File: src/rtl/reorder_buffer.sv
`default_nettype none
// ---------------------------------------------------------------------------
// reorder_buffer : two-wide allocate / two-port writeback / two-wide in-order
//                  retire ROB; retire returns old physical mappings.
// Revision       : 1.0
// ---------------------------------------------------------------------------
module reorder_buffer #(
  parameter int DEPTH  = 16,
  parameter int IDX_W  = 4,
  parameter int PREG_W = 6,
  parameter int AREG_W = 5
) (
  input  logic              clk,
  input  logic              reset,
  input  logic              alloc_valid_a,
  input  logic [AREG_W-1:0] alloc_rd_arch_a,
  input  logic [PREG_W-1:0] alloc_rd_phy_a,
  input  logic [PREG_W-1:0] alloc_old_phy_a,
  input  logic              alloc_valid_b,
  input  logic [AREG_W-1:0] alloc_rd_arch_b,
  input  logic [PREG_W-1:0] alloc_rd_phy_b,
  input  logic [PREG_W-1:0] alloc_old_phy_b,
  output logic              alloc_ready,
  output logic [IDX_W-1:0]  alloc_idx_a,
  output logic [IDX_W-1:0]  alloc_idx_b,
  input  logic              wb_valid_0,
  input  logic [IDX_W-1:0]  wb_idx_0,
  input  logic              wb_valid_1,
  input  logic [IDX_W-1:0]  wb_idx_1,
  output logic              ret_valid_a,
  output logic              ret_valid_b,
  output logic [AREG_W-1:0] ret_rd_arch_a,
  output logic [AREG_W-1:0] ret_rd_arch_b,
  output logic [PREG_W-1:0] ret_rd_phy_a,
  output logic [PREG_W-1:0] ret_rd_phy_b,
  output logic              ret_free_valid_a,
  output logic              ret_free_valid_b,
  output logic [PREG_W-1:0] ret_free_phy_a,
  output logic [PREG_W-1:0] ret_free_phy_b,
  output logic [IDX_W:0]    count,
  output logic              empty
);

  logic [DEPTH-1:0]  valid_q, valid_d, done_q, done_d;
  logic [AREG_W-1:0] rd_arch_q [DEPTH];
  logic [AREG_W-1:0] rd_arch_d [DEPTH];
  logic [PREG_W-1:0] rd_phy_q  [DEPTH];
  logic [PREG_W-1:0] rd_phy_d  [DEPTH];
  logic [PREG_W-1:0] old_phy_q [DEPTH];
  logic [PREG_W-1:0] old_phy_d [DEPTH];

  logic [IDX_W-1:0] head_q, head_d, tail_q, tail_d, head_nxt, tail_nxt;
  logic [IDX_W:0]   count_q, count_d;
  logic             do_alloc_a, do_alloc_b, ret0, ret1;
  logic [1:0]       n_alloc, n_ret;

  logic              ret_valid_a_q, ret_valid_a_d, ret_valid_b_q, ret_valid_b_d;
  logic              ret_free_valid_a_q, ret_free_valid_a_d;
  logic              ret_free_valid_b_q, ret_free_valid_b_d;
  logic [AREG_W-1:0] ret_rd_arch_a_q, ret_rd_arch_a_d, ret_rd_arch_b_q, ret_rd_arch_b_d;
  logic [PREG_W-1:0] ret_rd_phy_a_q, ret_rd_phy_a_d, ret_rd_phy_b_q, ret_rd_phy_b_d;
  logic [PREG_W-1:0] ret_free_phy_a_q, ret_free_phy_a_d, ret_free_phy_b_q, ret_free_phy_b_d;

  always_comb begin
    head_nxt   = head_q + IDX_W'(1);
    tail_nxt   = tail_q + IDX_W'(1);
    // Readiness uses start-of-cycle occupancy so same-cycle retires never widen it.
    alloc_ready = (count_q <= (IDX_W+1)'(DEPTH - 2));
    do_alloc_a = alloc_ready & alloc_valid_a;
    do_alloc_b = do_alloc_a & alloc_valid_b;
    ret0       = valid_q[head_q] & done_q[head_q];
    ret1       = ret0 & valid_q[head_nxt] & done_q[head_nxt];
    n_alloc    = {1'b0, do_alloc_a} + {1'b0, do_alloc_b};
    n_ret      = {1'b0, ret0} + {1'b0, ret1};

    valid_d   = valid_q;
    done_d    = done_q;
    rd_arch_d = rd_arch_q;
    rd_phy_d  = rd_phy_q;
    old_phy_d = old_phy_q;

    if (wb_valid_0 && valid_q[wb_idx_0]) done_d[wb_idx_0] = 1'b1;
    if (wb_valid_1 && valid_q[wb_idx_1]) done_d[wb_idx_1] = 1'b1;

    if (ret0) begin
      valid_d[head_q] = 1'b0;
      done_d[head_q]  = 1'b0;
    end
    if (ret1) begin
      valid_d[head_nxt] = 1'b0;
      done_d[head_nxt]  = 1'b0;
    end

    // Allocation targets free slots only, so it never collides with retiring entries.
    if (do_alloc_a) begin
      valid_d[tail_q]   = 1'b1;
      done_d[tail_q]    = 1'b0;
      rd_arch_d[tail_q] = alloc_rd_arch_a;
      rd_phy_d[tail_q]  = alloc_rd_phy_a;
      old_phy_d[tail_q] = alloc_old_phy_a;
    end
    if (do_alloc_b) begin
      valid_d[tail_nxt]   = 1'b1;
      done_d[tail_nxt]    = 1'b0;
      rd_arch_d[tail_nxt] = alloc_rd_arch_b;
      rd_phy_d[tail_nxt]  = alloc_rd_phy_b;
      old_phy_d[tail_nxt] = alloc_old_phy_b;
    end

    head_d  = head_q + IDX_W'(n_ret);
    tail_d  = tail_q + IDX_W'(n_alloc);
    count_d = count_q + (IDX_W+1)'(n_alloc) - (IDX_W+1)'(n_ret);

    ret_valid_a_d      = ret0;
    ret_valid_b_d      = ret1;
    ret_free_valid_a_d = ret0 & (|rd_phy_q[head_q]) & (|old_phy_q[head_q]);
    ret_free_valid_b_d = ret1 & (|rd_phy_q[head_nxt]) & (|old_phy_q[head_nxt]);
    ret_rd_arch_a_d    = ret0 ? rd_arch_q[head_q]   : ret_rd_arch_a_q;
    ret_rd_phy_a_d     = ret0 ? rd_phy_q[head_q]    : ret_rd_phy_a_q;
    ret_free_phy_a_d   = ret0 ? old_phy_q[head_q]   : ret_free_phy_a_q;
    ret_rd_arch_b_d    = ret1 ? rd_arch_q[head_nxt] : ret_rd_arch_b_q;
    ret_rd_phy_b_d     = ret1 ? rd_phy_q[head_nxt]  : ret_rd_phy_b_q;
    ret_free_phy_b_d   = ret1 ? old_phy_q[head_nxt] : ret_free_phy_b_q;
  end

  always_ff @(posedge clk) begin
    if (reset) begin
      valid_q            <= '0;
      done_q             <= '0;
      head_q             <= '0;
      tail_q             <= '0;
      count_q            <= '0;
      ret_valid_a_q      <= 1'b0;
      ret_valid_b_q      <= 1'b0;
      ret_free_valid_a_q <= 1'b0;
      ret_free_valid_b_q <= 1'b0;
      ret_rd_arch_a_q    <= '0;
      ret_rd_arch_b_q    <= '0;
      ret_rd_phy_a_q     <= '0;
      ret_rd_phy_b_q     <= '0;
      ret_free_phy_a_q   <= '0;
      ret_free_phy_b_q   <= '0;
    end else begin
      valid_q            <= valid_d;
      done_q             <= done_d;
      head_q             <= head_d;
      tail_q             <= tail_d;
      count_q            <= count_d;
      ret_valid_a_q      <= ret_valid_a_d;
      ret_valid_b_q      <= ret_valid_b_d;
      ret_free_valid_a_q <= ret_free_valid_a_d;
      ret_free_valid_b_q <= ret_free_valid_b_d;
      ret_rd_arch_a_q    <= ret_rd_arch_a_d;
      ret_rd_arch_b_q    <= ret_rd_arch_b_d;
      ret_rd_phy_a_q     <= ret_rd_phy_a_d;
      ret_rd_phy_b_q     <= ret_rd_phy_b_d;
      ret_free_phy_a_q   <= ret_free_phy_a_d;
      ret_free_phy_b_q   <= ret_free_phy_b_d;
    end
  end

  // Payload fields are qualified by valid, so they carry no reset.
  always_ff @(posedge clk) begin
    rd_arch_q <= rd_arch_d;
    rd_phy_q  <= rd_phy_d;
    old_phy_q <= old_phy_d;
  end

  assign alloc_idx_a      = tail_q;
  assign alloc_idx_b      = tail_nxt;
  assign count            = count_q;
  assign empty            = (count_q == '0);
  assign ret_valid_a      = ret_valid_a_q;
  assign ret_valid_b      = ret_valid_b_q;
  assign ret_rd_arch_a    = ret_rd_arch_a_q;
  assign ret_rd_arch_b    = ret_rd_arch_b_q;
  assign ret_rd_phy_a     = ret_rd_phy_a_q;
  assign ret_rd_phy_b     = ret_rd_phy_b_q;
  assign ret_free_valid_a = ret_free_valid_a_q;
  assign ret_free_valid_b = ret_free_valid_b_q;
  assign ret_free_phy_a   = ret_free_phy_a_q;
  assign ret_free_phy_b   = ret_free_phy_b_q;

endmodule
`default_nettype wire

File: config.mk
export PLATFORM = sky130hd
export DESIGN_NAME = reorder_buffer
export DESIGN_NICKNAME = d
export VERILOG_FILES = /design/src/rtl/reorder_buffer.sv
export SDC_FILE = /design/constraint.sdc
export NUM_CORES = 1
export LEC_CHECK = 0
export BUFFER_PORTS_ARGS = -buffer_cell sky130_fd_sc_hd__buf_4
export CAP_MARGIN = 10
export CORE_UTILIZATION = 62
export DETAILED_ROUTE_END_ITERATION = 10
export PLACE_DENSITY = 0.8
export SLEW_MARGIN = 40
export SYNTH_ARGS = -nofsm -noshare
export SYNTH_HDL_FRONTEND = slang
export SYNTH_SLANG_ARGS = --single-unit
File: constraint.sdc
create_clock -name clk -period 6.3 [get_ports clk]
set_clock_uncertainty 0.2 [all_clocks]
set_input_delay 0.315 -clock clk [delete_from_list [all_inputs] [get_ports clk]]
set_output_delay 0.315 -clock clk [all_outputs]
set_load 0.01 [all_outputs]
---- After elaboration in Yosys (flattened, before gate mapping) ----
Cells that the tools add are included.
word-level totals
  register bits ........................... 355
  input bits .............................. 48
  output and inout port bits .............. 53
  logic and storage cells ................. 204
operators by class
  add/subtract/negate cells ............... 8
  magnitude comparators ................... 19
  mux-type cells .......................... 72
  bitwise gates (word level) .............. 27
  reductions and logical operators ........ 15
operators with widths
  kind                                                                                  count
  96-bit bitwise mux                                                                    4
  96-bit 2-to-1 mux                                                                     4
  80-bit bitwise mux                                                                    2
  16-bit 2-to-1 mux                                                                     10
  80-bit 2-to-1 mux                                                                     2
  16-bit AND                                                                            6
  6-bit binary-select mux with 4-bit select                                             4
  16-bit inverter                                                                       4
  16-bit OR                                                                             4
  6-bit 2-to-1 mux                                                                      10
  6-bit demux with 4-bit select                                                         2
  5-bit binary-select mux with 4-bit select                                             2
  5-bit demux with 4-bit select                                                         2
  4-bit by 5-bit less-than comparator with 1-bit output (second input constant)         6
  5-bit 2-to-1 mux                                                                      6
  1-bit binary-select mux with 4-bit select                                             6
  1-bit demux with 4-bit select                                                         6
  4-bit by 1-bit greater-or-equal comparator with 1-bit output (second input constant)  6
  6-bit OR reduction                                                                    4
  5-bit greater-or-equal comparator (second input constant)                             4
  4-bit inverter with 5-bit output                                                      4
  1-bit 2-to-1 mux                                                                      12
  1-bit logical AND                                                                     10
  5-bit by 1-bit less-than comparator with 1-bit output (second input constant)         2
  8 further kinds                                                                       19

---- Longest topological paths before layout ----
  depth in word-level cells ............... 16
  gate-level depth with buffers ........... 23

---- Least setup slack after synthesis ----
Ideal clock, no wire load.
  kind .................................... register to register
  start ................................... register head_q[0]
  end ..................................... register count_q[4], in the netlist count[4]
  arrival ................................. 4.637 ns
  slack ................................... 1.335 ns
  stages on the path, launching flop included .. 22
  period minus slack after synthesis ...... 4.965 ns
  cells stage by stage .................... dfxtp_1 -> buf_6 -> buf_6 -> inv_1 -> ha_1 -> buf_2 -> buf_1 -> a31oi_1 -> o22ai_1 -> a211o_1 -> buf_2 -> buf_2 -> inv_1 -> ha_1 -> fa_1 -> inv_1 -> fa_1 -> a21oi_1 -> nor2_1 -> nor2_1 -> xor2_1 -> nor2_1
on the way
  cells in the longest elaborated chain, start to end .. 7
  elaborated cells between the ends (all ways) .. 14
  those cells by class .................... add/sub (3); mux (8); bitwise (3)
ends and longest elaborated chain
  what                                                                                                 line    RTL
  from (decl)                                                                                          52      logic [IDX_W-1:0] head_q, head_d, tail_q, tail_d, head_nxt, tail_nxt;
  from (signal assigned)                                                                               130     head_q <= '0;
  from (signal assigned)                                                                               146     head_q <= head_d;
  4-bit by 1-bit adder with 4-bit output or 1-bit binary-select mux with 4-bit select (tied branches)  65, 71
  1-bit binary-select mux with 4-bit select or 1-bit 2-to-1 mux (tied branches)                        72, 71
  1-bit 2-to-1 mux (not written as such) or 1-bit AND (tied branches)                                  72, 71
  1-bit AND                                                                                            72      ret1 = ret0 & valid_q[head_nxt] & done_q[head_nxt];
  1-bit AND *                                                                                          72
  named net ret1                                                                                       54      logic do_alloc_a, do_alloc_b, ret0, ret1;
  1-bit by 1-bit adder with 2-bit output *                                                             74      n_ret = {1'b0, ret0} + {1'b0, ret1};
  5-bit by 2-bit subtractor with 5-bit output *                                                        112     count_d = count_q + (IDX_W+1)'(n_alloc) - (IDX_W+1)'(n_ret);
  to (signal assigned)                                                                                 148     count_q <= count_d;
  to (decl)                                                                                            53      logic [IDX_W:0] count_q, count_d;
Mark *: on every way through the listed nets, which the timed path passes. The rest lies on a longest branch. The select of a mux whose other input is x is not followed.
A chain may end at the register's enable or synchronous reset.

---- Worst setup path after layout ----
Same ends and word-level chain as after synthesis.

==> results.sh <==
export IMPL_synth_cell_area_um2=20300
export IMPL_critPathLaunchType="register"
export IMPL_wire_length_of_the_first_global_routing_pass_um=101000
export IMPL_drt_pass1_iterations=6
export IMPL_r2r_setup_slack_ns=1.63
export IMPL_h_tree_depth=2
export IMPL_timing_rr_start="head_q[0]"
export IMPL_multi_input_comb_area_um2=12300
export IMPL_netSwitchingPower_uw=2110
export IMPL_flow_area_growth_from_synthesis_pct=11.2
export IMPL_dr_total_vias=17746
export IMPL_synth_top_flop_cell="dfxtp_1"
export IMPL_cts_tree="yes"
export IMPL_synth_enable_flop_cells=0
export IMPL_fraction_of_the_cycle_the_final_worst_path_needs=0.741
export IMPL_post_drt_wl_per_cell_um=26.2
export IMPL_top_level_ports=101
export IMPL_cap_violations=0
export IMPL_netlist_top_cell_by_area="dfxtp_1"
export IMPL_post_synth_xor_area_fraction=0.00474
export IMPL_core_outline_area_um2=31900
export IMPL_rsz_0062_raised_after_global_routing="no"
export IMPL_syn_instance_count=2088
export IMPL_clock_tree_root_cell="clkbuf_16"
export IMPL_p_leak_uw=0.00808
export IMPL_grtUsageTotal=0.398
export IMPL_synth_seq_area_share=0.350
export IMPL_crit_chain="buf_4, nand3b_1, a21oi_1, nor2_1, o22ai_1, a211o_1, inv_1, ha_1, fa_1, inv_1, fa_1, a21oi_1, nor2_1, nor2_1, xor2_1, nor2_1"
export IMPL_holdCritPathClass="in -> reg"
export IMPL_whs_ns=0.0157
export IMPL_worstReg2RegEnd="count[4]"
export IMPL_use_met2=0.593
export IMPL_internal_power_uw=4830
export IMPL_area_sequential_um2=7110
export IMPL_use_met1=0.521
export IMPL_worst_ir_drop_vdd_mv=0.225
export IMPL_power_per_cell_area_nw_per_um2=307
export IMPL_cpLargestDelayFamily="adder cells"
export IMPL_timing_critical_path_mode_cell="nor2_1"
export IMPL_clk_pin_slew_worst_paths_ns=0.06
export IMPL_min_period_ns=4.67
export IMPL_path_buf_inv=3
export IMPL_drcViolationCount=0
export IMPL_synth_async_sr_flop_share=0
export IMPL_worstSetupStartpoint="head_q[0]"
export IMPL_vias_per_cell=6.95
export IMPL_cts_buffer_depth=3
export IMPL_synth_fa_ha_area_frac=0.0199
export IMPL_rows=65
export IMPL_clk_insertion_delay_late_ns=0.53
export IMPL_cp_slowest_cell="buf_4"
export IMPL_most_common_cell_after_layout_fill_and_taps_aside="dfxtp_1"
export IMPL_fin_nets=2171
export IMPL_ys_types=61
export IMPL_run_status="completed"
export IMPL_fillers=2332
export IMPL_grt_max_degree=86
export IMPL_criticalPathCategory="reg -> reg"
export IMPL_place_congestion=1.03
export IMPL_maxSlewViolCount=0
export IMPL_clock_power_share=0.317
export IMPL_global_route_overflow_total=0
export IMPL_antenna_found_initial=2
export IMPL_layer_with_the_highest_usage="met2"
export IMPL_grtUsageMet3=0.109
export IMPL_rr_worst_depth=16
export IMPL_initial_utilization=0.638
export IMPL_route_antenna_remaining_nets=0
export IMPL_cp_slowest_stage_delay_ns=0.61
export IMPL_mostFrequentLayoutCells="dfxtp_1 (353), mux2i_1 (319), nor2_1 (242)"
export IMPL_syn_area_per_cell_um2=9.74
export IMPL_cts_sinks=355
export IMPL_cp_data_required_time_ns=6.49
export IMPL_layout_drive_gt1_share=0.185
export IMPL_die_width_um=183
export IMPL_drt_initial_drc_count=2943
export IMPL_final_setup_viol_count=0
export IMPL_crit_path_end_kind="register"
export IMPL_numCtsBuffers=39
export IMPL_yosys_warnings=0
export IMPL_mappedNetlistNets=2166
export IMPL_timing_setup_tns_ns=0
export IMPL_synth_mux_area_fraction=0.330
export IMPL_yosys_area_top_type_share=0.350
export IMPL_worst_slew_pin_slew_ns=0.876
export IMPL_timing_critical_path_arrival_ns=4.86
export IMPL_complex_gate_fraction_of_the_synthesized_area=0.123
export IMPL_synth_top_family_by_area="multiplexers"
export IMPL_critPathCapture="count[4]"
export IMPL_sw_share=0.304
export IMPL_synth_top_cells_by_area="dfxtp_1 (35%), mux4_2 (16%), mux2i_1 (16%)"
export IMPL_antenna_cells_inserted=0
export IMPL_critPathMaxFanout=45
export IMPL_synth_simple_gate_area_frac=0.121
export IMPL_dp_worst_setup_slack_ns=1.67
export IMPL_port_buffers=100
export IMPL_fp_dieH_um=183
export IMPL_synth_seq_cells=355
export IMPL_totalWireLength_um=66900
export IMPL_cts_resized_gates=0
export IMPL_max_freq_ghz=0.214
export IMPL_timing_critical_path_depth=16
export IMPL_grt_pass1_vias=17151
export IMPL_power_share_combinational=0.235
export IMPL_dpl_hpwl_um=41800
export IMPL_finalHoldViolations=0
export IMPL_seqPwrFrac=0.448
export IMPL_timing_slew_headroom=0.415
export IMPL_post_route_worst_setup_slack_ns=1.63
export IMPL_dieArea_um2=33500
-- layout make-up --
type                       count  share of cell area
timing repair buffer         170              0.0594
clock buffer                  59              0.0496
inverter                      38             0.00631
multi-input combinational   1489               0.543
clock inverter                 8             0.00316
tap                          435              0.0241
sequential                   355               0.315
-- sequential cells by signal, summed over array words and instances (netlist names) --
register	count
ret_valid_b	1
ret_free_valid_b	1
ret_free_phy_b	6
ret_free_phy_a	6
rd_phy_q	96
ret_rd_phy_b	6
ret_rd_arch_b	5
rd_arch_q	80
alloc_idx_a	4
head_q	4
ret_free_valid_a	1
count	5
ret_valid_a	1
valid_q	16
old_phy_q	96
ret_rd_phy_a	6
ret_rd_arch_a	5
done_q	16
-- cell families (layout without fill, tap and decap cells) --
kind of cell,after synthesis,in the layout
adders and majority gates,30,30
muxes,475,475
DFF,355,355
buffers and inverters,244,275
xor gates and xnor gates,11,11
AOI/OAI and AO/OA,420,420
and+or+nand+nor,553,553
-- power by group through the flow --
stage          logic, µW  registers [µW]  clock network (µW)
6_report            1630            3110                2200
5_1_grt             1750            3150                2300
4_1_cts             1600            3080                2200
3_5_place_dp        1580            3120                   0
3_3_place_gp        1520            3090                   0
2_1_floorplan       1200            3000                   0
-- routing by layer --
metal	vias up	share of wire
met5	-	0.00034
li1	7624	-
met3	302	0.13
met2	1353	0.43
met4	4	0.063
met1	8463	0.37
-- worst register-to-register path, delay by kind of cell, from the launching register on --
kind / cells / cell delay [ns]
XOR/XNOR: 1 / 0.15
adder cells (fa/ha/maj): 3 / 1.23
AND/OR/NAND/NOR: 5 / 0.60
AO/OA/AOI/OAI: 4 / 1.10
flip-flops: 1 / 0.53
buffers and inverters: 3 / 0.73
-- cells in the mapped netlist, types with 12 or more instances --
| cell | n |
|---|---|
| a211oi_1 | 13 |
| a21oi_1 | 201 |
| a22oi_1 | 16 |
| a31oi_1 | 12 |
| and2_1 | 14 |
| and3_1 | 20 |
| buf_1 | 32 |
| buf_2 | 42 |
| clkbuf_1 | 115 |
| dfxtp_1 | 355 |
| ha_1 | 26 |
| inv_1 | 38 |
| mux2i_1 | 319 |
| mux4_2 | 147 |
| nand2_1 | 159 |
| nand3_1 | 32 |
| nor2_1 | 242 |
| nor3_1 | 14 |
| nor3b_1 | 15 |
| o21ai_0 | 90 |
| o22ai_1 | 14 |
-- stage by stage --
stage                     instances  total power, µW  area (µm²)  utilization
after floorplan                2088             4200       20300            -
after global placement         2467             4610       21200        0.665
after detailed placement       2468             4690       21200        0.665
after CTS                      2554             6870       22600        0.709
after global routing           2554             7200       22600        0.709
final                          2554             6940       22600        0.709
-- repair_timing --
| action | 4_1_cts | 5_1_grt |
|---|---|---|
| buffers inserted | 0 | 0 |
| hold endpoints to repair | 263 | 0 |
| hold buffers | 19 | 0 |
-- worst min path at each step --
stage / from / to / slack (ns) / cells after the start
floorplan: valid_q[2] / valid_q[2] / 0.25 / 2
global placement: ret_rd_arch_b[3] / ret_rd_arch_b[3] / 0.25 / 2
detailed placement: ret_rd_arch_b[3] / ret_rd_arch_b[3] / 0.25 / 2
CTS: alloc_rd_phy_a[4] / rd_phy_q[46] / 0.002 / 3
global route: alloc_rd_phy_a[3] / rd_phy_q[69] / 0.02 / 3
finish: alloc_rd_phy_a[2] / rd_phy_q[50] / 0.02 / 3
No activity file was read; power rests on OpenSTA's default activity.
